**src/rtl/aabb_job_scheduler_if.sv**
```systemverilog
// Job-scheduler bus: requester arbitration, job-word stream, AABB FIFO write
// port, AABB unit control/status and the per-job result strobe.
interface aabb_job_scheduler_if #(
   parameter int NUM_REQ  = 4,
   parameter int GPU_WORD = 32
);
   localparam int ID_W = (NUM_REQ > 1) ? $clog2(NUM_REQ) : 1;

   logic [NUM_REQ-1:0]  iReq;
   logic [NUM_REQ-1:0]  oGrant;
   logic                iJobValid;
   logic [GPU_WORD-1:0] iJobData;
   logic                oJobReady;
   logic                oFifoPush;
   logic [GPU_WORD-1:0] oFifoData;
   logic                iFifoFull;
   logic                oAabbRestart;
   logic                oAabbEnable;
   logic                iAabbDone;
   logic                iIntersectionFound;
   logic                oResultValid;
   logic [ID_W-1:0]     oResultId;
   logic                oResultHit;
   logic                oResultError;

   // Environment side: requesters, job mux, FIFO and AABB unit.
   modport master (
      output iReq, iJobValid, iJobData, iFifoFull, iAabbDone, iIntersectionFound,
      input  oGrant, oJobReady, oFifoPush, oFifoData, oAabbRestart, oAabbEnable,
             oResultValid, oResultId, oResultHit, oResultError
   );

   // Scheduler side.
   modport slave (
      input  iReq, iJobValid, iJobData, iFifoFull, iAabbDone, iIntersectionFound,
      output oGrant, oJobReady, oFifoPush, oFifoData, oAabbRestart, oAabbEnable,
             oResultValid, oResultId, oResultHit, oResultError
   );
endinterface

```
**src/rtl/aabb_job_scheduler.sv**
```systemverilog
// AABB job scheduler: round-robin grants one requester, streams its job words
// into the AABB input FIFO, restarts and runs the AABB unit with a timeout,
// then reports hit/error for that requester before arbitrating again.
module aabb_job_scheduler #(
   parameter int NUM_REQ       = 4,
   parameter int WORDS_PER_JOB = 9,
   parameter int TIMEOUT       = 255,
   parameter int GPU_WORD      = 32
) (
   input  logic                iClock,
   input  logic                iReset,
   aabb_job_scheduler_if.slave bus
);
   localparam int ID_W   = (NUM_REQ > 1) ? $clog2(NUM_REQ) : 1;
   localparam int WCNT_W = $clog2(WORDS_PER_JOB + 1);
   localparam int TCNT_W = $clog2(TIMEOUT + 1);

   typedef enum logic [2:0] {
      S_IDLE,
      S_LOAD,
      S_CLEAR,
      S_RUN,
      S_REPORT
   } state_t;

   state_t              r_state;
   state_t              w_state_nxt;
   logic [ID_W-1:0]     r_rr;
   logic [ID_W-1:0]     r_gidx;
   logic [NUM_REQ-1:0]  r_grant;
   logic [WCNT_W-1:0]   r_wcnt;
   logic [TCNT_W-1:0]   r_tcnt;
   logic                r_hit;
   logic [ID_W-1:0]     r_res_id;
   logic                r_res_hit;
   logic                r_res_err;

   logic                w_req_any;
   logic [ID_W-1:0]     w_pick;
   logic                w_push;
   logic                w_last_word;
   logic [TCNT_W-1:0]   w_tcnt_inc;
   logic                w_timeout;
   logic                w_job_ready;
   logic [GPU_WORD-1:0] w_fifo_data;
   logic                w_restart;
   logic                w_enable;
   logic                w_result_valid;

   // Round-robin pick: first requesting index at or after r_rr, wrapping.
   always_comb begin
      w_req_any = 1'b0;
      w_pick    = r_rr;
      // Walk offsets from farthest to nearest so the nearest requester wins.
      for (int k = NUM_REQ - 1; k >= 0; k--) begin
         int idx;
         idx = int'(r_rr) + k;
         if (idx >= NUM_REQ) idx = idx - NUM_REQ;
         if (bus.iReq[idx]) begin
            w_req_any = 1'b1;
            w_pick    = ID_W'(idx);
         end
      end
   end

   // Next-state and combinational outputs for the job sequence.
   always_comb begin
      // NOTE: every output gets a default first so no path infers a latch.
      w_state_nxt    = r_state;
      w_push         = 1'b0;
      w_last_word    = 1'b0;
      w_job_ready    = 1'b0;
      w_fifo_data    = '0;
      w_restart      = 1'b0;
      w_enable       = 1'b0;
      w_result_valid = 1'b0;
      // RUN-cycle count including the current cycle; reaching TIMEOUT aborts.
      w_tcnt_inc     = r_tcnt + 1'b1;
      w_timeout      = (w_tcnt_inc == TCNT_W'(TIMEOUT));
      unique case (r_state)
         S_IDLE: begin
            if (w_req_any) w_state_nxt = S_LOAD;
         end
         S_LOAD: begin
            w_job_ready = ~bus.iFifoFull;
            w_push      = bus.iJobValid & ~bus.iFifoFull;
            w_fifo_data = bus.iJobData;
            w_last_word = (r_wcnt == WCNT_W'(WORDS_PER_JOB - 1));
            if (w_push && w_last_word) w_state_nxt = S_CLEAR;
         end
         S_CLEAR: begin
            w_restart   = 1'b1;
            w_state_nxt = S_RUN;
         end
         S_RUN: begin
            w_enable = 1'b1;
            if (bus.iAabbDone || w_timeout) w_state_nxt = S_REPORT;
         end
         S_REPORT: begin
            w_result_valid = 1'b1;
            w_state_nxt    = S_IDLE;
         end
         default: w_state_nxt = S_IDLE;
      endcase
   end

   // State register.
   always_ff @(posedge iClock or negedge iReset) begin
      // NOTE: sequential state uses non-blocking assignments so every flop
      // samples pre-edge values regardless of statement order.
      if (!iReset) r_state <= S_IDLE;
      else         r_state <= w_state_nxt;
   end

   // Grant, counters, sticky hit flag and held result registers.
   always_ff @(posedge iClock or negedge iReset) begin
      if (!iReset) begin
         r_rr      <= '0;
         r_gidx    <= '0;
         r_grant   <= '0;
         r_wcnt    <= '0;
         r_tcnt    <= '0;
         r_hit     <= 1'b0;
         r_res_id  <= '0;
         r_res_hit <= 1'b0;
         r_res_err <= 1'b0;
      end else begin
         unique case (r_state)
            S_IDLE: begin
               if (w_req_any) begin
                  r_grant <= NUM_REQ'(1) << w_pick;
                  r_gidx  <= w_pick;
                  r_wcnt  <= '0;
               end
            end
            S_LOAD: begin
               if (w_push) r_wcnt <= w_last_word ? '0 : r_wcnt + 1'b1;
            end
            S_CLEAR: begin
               r_hit  <= 1'b0;
               r_tcnt <= '0;
            end
            S_RUN: begin
               r_tcnt <= w_tcnt_inc;
               r_hit  <= r_hit | bus.iIntersectionFound;
               // Done wins over a coinciding timeout.
               if (bus.iAabbDone) begin
                  r_res_id  <= r_gidx;
                  r_res_hit <= r_hit | bus.iIntersectionFound;
                  r_res_err <= 1'b0;
               end else if (w_timeout) begin
                  r_res_id  <= r_gidx;
                  r_res_hit <= 1'b0;
                  r_res_err <= 1'b1;
               end
            end
            S_REPORT: begin
               r_grant <= '0;
               r_rr    <= (int'(r_gidx) == NUM_REQ - 1) ? '0 : r_gidx + 1'b1;
            end
            default: ;
         endcase
      end
   end

   assign bus.oGrant       = r_grant;
   assign bus.oJobReady    = w_job_ready;
   assign bus.oFifoPush    = w_push;
   assign bus.oFifoData    = w_fifo_data;
   assign bus.oAabbRestart = w_restart;
   assign bus.oAabbEnable  = w_enable;
   assign bus.oResultValid = w_result_valid;
   assign bus.oResultId    = r_res_id;
   assign bus.oResultHit   = r_res_hit;
   assign bus.oResultError = r_res_err;
endmodule
```
**src/flat_wrapper.sv**
```systemverilog
// flat-port wrapper written by rule: the top's interface ports become plain ports
module aabb_job_scheduler_flat 
#(
   parameter int NUM_REQ       = 4,
   parameter int WORDS_PER_JOB = 9,
   parameter int TIMEOUT       = 255,
   parameter int GPU_WORD      = 32
)
  (iClock, iReset, bus_iReq, bus_iJobValid, bus_iJobData, bus_iFifoFull, bus_iAabbDone, bus_iIntersectionFound, bus_oGrant, bus_oJobReady, bus_oFifoPush, bus_oFifoData, bus_oAabbRestart, bus_oAabbEnable, bus_oResultValid, bus_oResultId, bus_oResultHit, bus_oResultError);
  aabb_job_scheduler_if #(.NUM_REQ(NUM_REQ), .GPU_WORD(GPU_WORD)) bus_i ();
  input  logic iClock;
  input  logic iReset;
  input wire logic [$bits(bus_i.iReq)-1:0] bus_iReq;
  input wire logic [$bits(bus_i.iJobValid)-1:0] bus_iJobValid;
  input wire logic [$bits(bus_i.iJobData)-1:0] bus_iJobData;
  input wire logic [$bits(bus_i.iFifoFull)-1:0] bus_iFifoFull;
  input wire logic [$bits(bus_i.iAabbDone)-1:0] bus_iAabbDone;
  input wire logic [$bits(bus_i.iIntersectionFound)-1:0] bus_iIntersectionFound;
  output wire logic [$bits(bus_i.oGrant)-1:0] bus_oGrant;
  output wire logic [$bits(bus_i.oJobReady)-1:0] bus_oJobReady;
  output wire logic [$bits(bus_i.oFifoPush)-1:0] bus_oFifoPush;
  output wire logic [$bits(bus_i.oFifoData)-1:0] bus_oFifoData;
  output wire logic [$bits(bus_i.oAabbRestart)-1:0] bus_oAabbRestart;
  output wire logic [$bits(bus_i.oAabbEnable)-1:0] bus_oAabbEnable;
  output wire logic [$bits(bus_i.oResultValid)-1:0] bus_oResultValid;
  output wire logic [$bits(bus_i.oResultId)-1:0] bus_oResultId;
  output wire logic [$bits(bus_i.oResultHit)-1:0] bus_oResultHit;
  output wire logic [$bits(bus_i.oResultError)-1:0] bus_oResultError;
  assign bus_i.iReq = bus_iReq;
  assign bus_i.iJobValid = bus_iJobValid;
  assign bus_i.iJobData = bus_iJobData;
  assign bus_i.iFifoFull = bus_iFifoFull;
  assign bus_i.iAabbDone = bus_iAabbDone;
  assign bus_i.iIntersectionFound = bus_iIntersectionFound;
  assign bus_oGrant = bus_i.oGrant;
  assign bus_oJobReady = bus_i.oJobReady;
  assign bus_oFifoPush = bus_i.oFifoPush;
  assign bus_oFifoData = bus_i.oFifoData;
  assign bus_oAabbRestart = bus_i.oAabbRestart;
  assign bus_oAabbEnable = bus_i.oAabbEnable;
  assign bus_oResultValid = bus_i.oResultValid;
  assign bus_oResultId = bus_i.oResultId;
  assign bus_oResultHit = bus_i.oResultHit;
  assign bus_oResultError = bus_i.oResultError;
  aabb_job_scheduler #(.NUM_REQ(NUM_REQ), .WORDS_PER_JOB(WORDS_PER_JOB), .TIMEOUT(TIMEOUT), .GPU_WORD(GPU_WORD)) u_core (.iClock(iClock), .iReset(iReset), .bus(bus_i));
endmodule
```
**config.mk**
```make
export PLATFORM = sky130hd
export DESIGN_NAME = aabb_job_scheduler_flat
export DESIGN_NICKNAME = d
export VERILOG_FILES = /design/src/rtl/aabb_job_scheduler_if.sv /design/src/rtl/aabb_job_scheduler.sv /design/src/flat_wrapper.sv
export SDC_FILE = /design/constraint.sdc
export NUM_CORES = 1
export LEC_CHECK = 0
export BUFFER_PORTS_ARGS = -buffer_cell sky130_fd_sc_hd__buf_2
export CAP_MARGIN = 20
export CORE_UTILIZATION = 30
export CTS_CLUSTER_SIZE = 8
export DETAILED_ROUTE_END_ITERATION = 10
export PLACE_DENSITY = 0.59
export SKIP_CTS_REPAIR_TIMING = 1
export SLEW_MARGIN = 20
export SYNTH_ARGS = -nofsm -noshare
export SYNTH_HDL_FRONTEND = slang
export SYNTH_SLANG_ARGS = --single-unit
```
**constraint.sdc**
```tcl
create_clock -name iClock -period 1.9 [get_ports iClock]
set_input_delay 0.38 -clock iClock [delete_from_list [all_inputs] [get_ports iClock]]
set_output_delay 0.38 -clock iClock [all_outputs]
set_load 0.005 [all_outputs]
```
* Word level (Yosys, flattened, before mapping) *
Index checks and enable logic that the tools add are counted.

operators by class
  equality and inequality tests = 11
  divide/modulo/power cells = 0
  multiply operators = 0
  multiplexer cells = 50
  shift operators = 1
  bitwise gates (word level) = 3
  order comparisons = 8
  reduce and logical (&&, ||, !) cells = 12
  $add $sub $neg = 10

operator list
  kind                                                                           count
  32-bit 2-to-1 mux                                                              5
  32-bit by 4-bit less-than comparator with 1-bit output, second input constant  4
  32-bit by 4-bit >= comparator with 1-bit output, second input constant         3
  32-bit by 4-bit subtractor with 32-bit output, second input constant           3
  1-bit 2-to-1 mux                                                               22
  4-bit 2-to-1 mux                                                               4
  4-bit case mux with 2 select lines                                             2
  8-bit case mux with 2 select lines                                             1
  2-bit 2-to-1 mux                                                               7
  3-bit case mux with 4 select lines                                             1
  3-bit 2-to-1 mux                                                               3
  8-bit by 1-bit adder with 8-bit output, second input constant                  1
  1-bit binary-select mux with 2-bit select                                      4
  8-bit == test, second input constant                                           1
  2-bit nonzero test                                                             4
  2-bit by 2-bit adder with 3-bit output, second input constant                  2
  3-bit by 2-bit == test with 1-bit output, second input constant                2
  2-bit by 1-bit inequality test with 1-bit output, second input constant        3
  2-bit AND reduction                                                            3
  3-bit AND reduction                                                            2
  4-bit by 1-bit adder with 4-bit output, second input constant                  1
  4-bit == test, second input constant                                           1
  1-bit by 2-bit << shifter with 4-bit output, first input constant              1
  2-bit by 3-bit subtractor with 4-bit output, second input constant             1
  other kinds (14)                                                               14

storage, ports and cells
  RAM bits = 0
  bits in latches = 0
  logic and storage cells = 105
  bits in registers = 28
  memories kept = 0
  bits in read-only memories = 0
  output and inout bits = 45
  input port bits = 42

* Longest topological paths before layout *
Gate-level depths: netlist (run 1).

  word-level depth = 13
  depth in mapped cells = 7
  depth with buffers taken out = 7

* Worst setup path after synthesis (run 1) *
Ideal clock, no wire load.

  path kind = reg-to-reg
  from = register u_core.r_tcnt[0]
  to = register u_core.r_res_id[0], in the netlist u_core.bus.oResultId[0]
  data required time = 1.775 ns
  slack = 0.027 ns
  clock period less this slack = 1.873 ns
  path buffers = 0
  cell stages (with the launch flop) = 7
  library setup time = 0.125 ns
  arrival time = 1.748 ns
  cell sequence = dfrtp_1 -> ha_1 -> xor2_1 -> nand4_1 -> a221oi_4 -> and2_4 -> mux2_4

between the ends
  longest elaborated chain between the ends = 4

ends and longest elaborated chain
  what                                    line                       source
  start: declaration                      aabb_job_scheduler.sv:32   logic [TCNT_W-1:0] r_tcnt;
  start signal: assignment                aabb_job_scheduler.sv:144  r_tcnt <= w_tcnt_inc;
  8-bit by 1-bit adder with 8-bit output  aabb_job_scheduler.sv:78   w_tcnt_inc = r_tcnt + 1'b1;
  8-bit == test                           aabb_job_scheduler.sv:79   w_timeout = (w_tcnt_inc == TCNT_W'(TIMEOUT));
  2-bit nonzero test (no line)            n/a
  2-bit AND reduction (no line)           n/a
  end signal: assignment                  aabb_job_scheduler.sv:148  r_res_id <= r_gidx;
  end signal: assignment                  aabb_job_scheduler.sv:152  r_res_id <= r_gidx;
  end: declaration                        aabb_job_scheduler.sv:34   logic [ID_W-1:0] r_res_id;

Every way passes these cells.
A chain may end at the register's enable or synchronous reset.

* Worst setup path in the final report (run 1) *
  from = register u_core.r_state[0]
  to = output port bus_oFifoData[10]

between the ends
  longest elaborated chain between the ends = 2

ends and longest elaborated chain
  what                                      line                       source
  start: declaration                        aabb_job_scheduler.sv:26   state_t r_state;
  start signal: assignment                  aabb_job_scheduler.sv:112  else r_state <= w_state_nxt;
  3-bit by 1-bit == test with 1-bit output  aabb_job_scheduler.sv:80   unique case (r_state)
  32-bit 2-to-1 mux                         aabb_job_scheduler.sv:80
  end: declaration                          flat_wrapper.sv:22         output wire logic [$bits(bus_i.oFifoData)-1:0] bus_oFifoData;

Every way passes these cells.

==> results.toml, run 1 <==
[sta]
period_share = 0.986
fin_crit_ps = 1870
max-slew-margin-rel = 0.573
timing.fmax_ghz = 0.534
hold_violations = 0
tightest_slew_ps = 641
setup_tns_ps = 0
clock_skew_ps = 13.9
rsz0062_at_grt = "true"
final-setup-viol-count = 0
setup_ws_ps = 26.9
whs_ps = 105
maxSlewViolCount = 0

[run]
drv_cap = 0

[finish]
multi_input_area_sq_mm = 0.00101
num-nets-final = 353
antenna_cells = 0
fin_cells = 377
ff_latch_area_sq_um = 704
areaGrowthSynthToFinish_pct = 40.4
fillers = 562
drive_gt1_frac = 0.410

[global_routing]
track_usage = 0.144
met3_usage = 0.0276
use_met1 = 0.191
busiest_layer = "met2"
grt_pass1_vias = 1549
grt_max_degree = 35
antenna_found_initial = 0
grt_use_met2 = 0.237
grt-ovfl-total = 0
grt_pass1_wl_mm = 7.16

[logic_synthesis]
synth_fp_nets = 250
netlist.area_leader.share = 0.392
syn_inst = 203
synth_area_sq_mm = 0.00179
avgSynthCellArea_sq_um = 8.81
yosysTopAreaCell = "dfrtp_1"
ys_types = 41
synth-seq-area-share = 0.392
synth_seq_cells = 28
ys_warn_count = 0
netlist_top_cells_area = "dfrtp_1 (39%), and2_1 (12%), o21ai_0 (5.0%), nand2_1 (4.4%), ha_1 (3.5%)"

[die]
die-area_sq_mm = 0.00627
pin_count = 87
core_sq_mm = 0.00564
die_y_um = 79.2
rows = 27
initial_core_util = 0.317
die_w_um = 79.2

[detailed_routing]
drtPass1Iterations = 4
drcViolationCount = 0
vias = 1769
first_iter_violations = 49
antenna_left = 0
vias_per_cell = 4.69
routed_wl_mm = 4.43
wl_per_cell_um = 11.8

[clocking]
cts.clk_slew.worst_paths_ps = 110
clock_path_buffers = 2
cts_max_level = 1
cts_sinks = 28
numCtsBuffers = 3
cts_tree = "built"
cts-root-buf = "clkbuf_8"
clkLatencyLatePin_ps = 290

[outcome]
status = "finished, final reports clean"

[place]
place_inst = 369
dp_hpwl_mm = 3.42
pre_cts_ws_ps = 8.03
port_buffers = 86
routabilityCongestion = 0.791

[setup_path]
required_ps = 1520
end_kind = "output port"
r2r-start = "u_core.r_tcnt[1]"
worstSetupStartpoint = "u_core.r_state[0]"
critPathLaunchType = "flip-flop"
critical_path_class = "flip-flop to output port"
cp.arrival_ps = 1490
crit_fanout = 34

[hold_path]
hp-class = "input port to asynchronous set/reset pin"

[pwr]
power_density_mw_per_mm2 = 847
totalPowerFinal_mw = 2.13
vdd_drop_max_mv = 0.576
power.static_leakage_nw = 1.28
## layer usage
metal / wire (um) / up-vias
met5: 0 / -
met4: 16 / 0
met3: 194 / 2
met2: 2180 / 47
met1: 2050 / 816
li1: - / 904
## flip-flops by register name, summed over array words and instances (netlist names)
| signal | flops |
|---|---|
| u_core.bus.oGrant | 4 |
| u_core.bus.oResultError | 1 |
| u_core.bus.oResultHit | 1 |
| u_core.bus.oResultId | 2 |
| u_core.r_gidx | 2 |
| u_core.r_hit | 1 |
| u_core.r_rr | 2 |
| u_core.r_state | 3 |
| u_core.r_tcnt | 8 |
| u_core.r_wcnt | 4 |
## cell type report
cell class	instances	share of cell area
flip-flops and latches	28	0.281
well taps	72	0.0359
clock inverters	1	0.0120
inverters	11	0.0179
multi-input cells	156	0.401
clock buffers	3	0.0164
repair buffers	106	0.236
## cell families after synthesis
kind of cell,after synthesis,share of synthesized area
AND/OR/NAND/NOR,98,0.295
AO/OA/AOI/OAI,44,0.170
flip-flops,28,0.392
buffers and inverters,19,0.0497
multiplexers,6,0.0434
adder cells (fa/ha/maj),5,0.0350
XOR/XNOR,3,0.0147
## path summary, 6_finish.rpt
check | end | cells past startpoint | slack, ps
worst max register to register | u_core.bus.oResultId[1] | 6 | 30
worst min register to register | u_core.bus.oResultId[0] | 1 | 520
worst max-delay path | bus_oFifoData[10] | 5 | 30
min in group iClock | u_core.bus.oResultError | 2 | 330
worst min-delay path | u_core.r_tcnt[0] | 1 | 110
max in group asynchronous | u_core.r_state[2] | 1 | 1340
## critical path, cell delays in order (launching register included)
cell	delay, ps
dfrtp_2	420
clkinvlp_4	130
nor3_4	230
buf_12	180
and2_1	130
buf_2	110
## synth_stat cells (all sizes together)
library cell   n
nor2b          6
nor2          13
o211ai         1
a2111oi        1
a211o          1
a22o           1
and3           2
o22ai          2
xor2           1
nor4           2
a2bb2oi        1
inv           11
or4            1
ha             5
dfrtp         28
mux2i          1
mux2           5
o211a          2
nand4b         1
nand2         21
nand4          2
buf            4
o21ai         19
and2          34
o2bb2ai        2
or3            2
a21oi          7
o31ai          4
o221ai         1
nand3          7
o31a           1
clkbuf         4
a221oi         1
xnor2          2
nor3           2
nand2b         5
## layout by cell type, fill, tap and decap left out, types with 4 or more instances in the layout
master    count
nand3_1       7
o31ai_1       4
nor2b_1       6
dfrtp_1      25
nand2b_1      5
ha_1          4
inv_1        10
buf_2        86
and2_1       33
buf_4        19
nand2_1      21
o21ai_0      18
a21oi_1       7
nor2_1       13
## metrics by stage
| stage | cell area [sq um] | util |
|---|---|---|
| 2_1_floorplan | 1790 | - |
| 3_3_place_gp | 2390 | 0.424 |
| 4_1_cts | 2460 | 0.437 |
| 3_5_place_dp | 2390 | 0.424 |
| 6_report | 2510 | 0.445 |
| 5_1_grt | 2510 | 0.445 |
## where the power goes
part           internal, mW  switching [mW]  total, mW
sequential            0.721           0.106      0.827
combinational         0.436           0.386      0.822
clock                 0.283           0.197      0.479
No activity file was read; power rests on OpenSTA's default activity.
==> run 2, diff against run 1 <==
Settings changed: CORE_UTILIZATION 30 to 42, PLACE_DENSITY 0.59 to 0.78.
==> run 2 against run 1 <==
  * Cell count decreased by 5.3%
  * Clock power decreased by 21%
  * Fmax decreased by 1.4%
  * Final area grew 1.3%
  * Global-route usage is 5.8 points higher
  * Highest routed layer unchanged
  * Die area down 28%
  * Via count up 2.1%
  * Worst setup slack lost 26 ps
  * Largest cell class unchanged
  * Critical endpoint is now u_core.bus.oResultId[1]
  * Non-clock buffer count rose by 2
  * First-iteration DRC count increased by 22%
==> results.toml, run 2 (same netlist as run 1, synthesis figures left out) <==
[die]
initial_core_util = 0.441
die_y_um = 67.2
core_sq_mm = 0.00406
rows = 23
die-area_sq_mm = 0.00452
pin_count = 87
die_w_um = 67.2

[sta]
timing.fmax_ghz = 0.526
final-setup-viol-count = 0
setup_tns_ps = 0
hold_violations = 0
tightest_slew_ps = 613
setup_ws_ps = 0.662
clock_skew_ps = 10.2
period_share = 1.00
max-slew-margin-rel = 0.591
rsz0062_at_grt = "true"
maxSlewViolCount = 0
fin_crit_ps = 1900

[global_routing]
grt_max_degree = 35
grt-ovfl-total = 0
grt_pass1_vias = 1581
antenna_found_initial = 0
track_usage = 0.201
grt_pass1_wl_mm = 7.02

[clocking]
cts_max_level = 1
cts_sinks = 28
cts-root-buf = "clkbuf_8"
clkLatencyLatePin_ps = 280
cts_tree = "built"
cts.clk_slew.worst_paths_ps = 100
numCtsBuffers = 3
clock_path_buffers = 2

[detailed_routing]
routed_wl_mm = 4.59
antenna_left = 0
vias = 1806
drcViolationCount = 0
vias_per_cell = 5.06
wl_per_cell_um = 12.8
first_iter_violations = 60
drtPass1Iterations = 4

[finish]
largest_register_ffs = 8
num-nets-final = 355
regMostFlops = "u_core.r_tcnt"
layout_commonest_cell = "buf_2"
fin_cells = 357
areaGrowthSynthToFinish_pct = 42.3
antenna_cells = 0
final_cell_mix = "buf_2 (86), and2_1 (33), dfrtp_1 (25)"
drive_gt1_frac = 0.427

[outcome]
status = "finished, final reports clean"

[hold_path]
hp-class = "input port to asynchronous set/reset pin"

[run]
drv_cap = 0

[place]
place_inst = 345
dp_hpwl_mm = 3.35
routabilityCongestion = 0.884
pre_cts_ws_ps = -27.3
port_buffers = 86

[setup_path]
crit_fanout = 4
cp.arrival_ps = 2070
required_ps = 2070
end_kind = "flip-flop"
critical_path_class = "flip-flop to flip-flop"
critPathLaunchType = "flip-flop"

[pwr]
power_density_mw_per_mm2 = 836
vdd_drop_max_mv = 0.578
power.static_leakage_nw = 1.31
-- run 2: path summary, 6_finish.rpt --
kind                                      startpoint                      end  slack (ps)  cells after the start
worst max register to register      u_core.r_tcnt[0]  u_core.bus.oResultId[1]         0.7                      7
worst min-delay path                          iReset         u_core.r_tcnt[6]          90                      1
worst min register to register  u_core.bus.oGrant[2]     u_core.bus.oGrant[2]         510                      2
min in group iClock                    bus_iAabbDone  u_core.bus.oResultError         330                      2
max in group asynchronous                     iReset        u_core.r_state[1]        1360                      1
worst max-delay path                u_core.r_tcnt[0]  u_core.bus.oResultId[1]         0.7                      7
-- run 2: where the power goes --
part	internal, mW	switching (mW)	total, mW
logic	0.498	0.413	0.911
clock network	0.186	0.191	0.377
registers	0.721	0.117	0.838
-- run 2: per-layer routing --
metal	global-route usage	vias up	wire length, um
met5	0	-	0
met4	0.0293	0	27
met3	0.0456	5	166
met2	0.334	44	2280
met1	0.272	853	2120
li1	-	904	-
-- run 2: metrics by stage --
| step | total power [mW] | instance area, sq um | hold WS (ps) | utilization |
|---|---|---|---|---|
| floorplan | 1.25 | 1790 | 84.4 | - |
| global placement | 1.61 | 2350 | 429 | 0.579 |
| detailed placement | 1.63 | 2350 | 433 | 0.579 |
| CTS | 2.01 | 2410 | 126 | 0.593 |
| global route | 2.29 | 2540 | 146 | 0.627 |
| finish | 2.13 | 2540 | 93.3 | 0.627 |
-- run 2: final cells by class --
class | instances | area [sq um]
Sequential cell | 28 | 704
Tap cell | 50 | 62.6
Inverter | 11 | 43.8
Timing Repair Buffer | 108 | 651
Clock buffer | 4 | 55.1
Fill cell | 358 | 1510
Multi-Input combinational cell | 156 | 1030
-- run 2: critical path, cell delays in order (launching register included) --
cell	delay, ps
dfrtp_1	430
buf_6	150
inv_2	40
ha_2	150
nand4_1	180
a221oi_4	330
and2_4	220
mux2_4	290
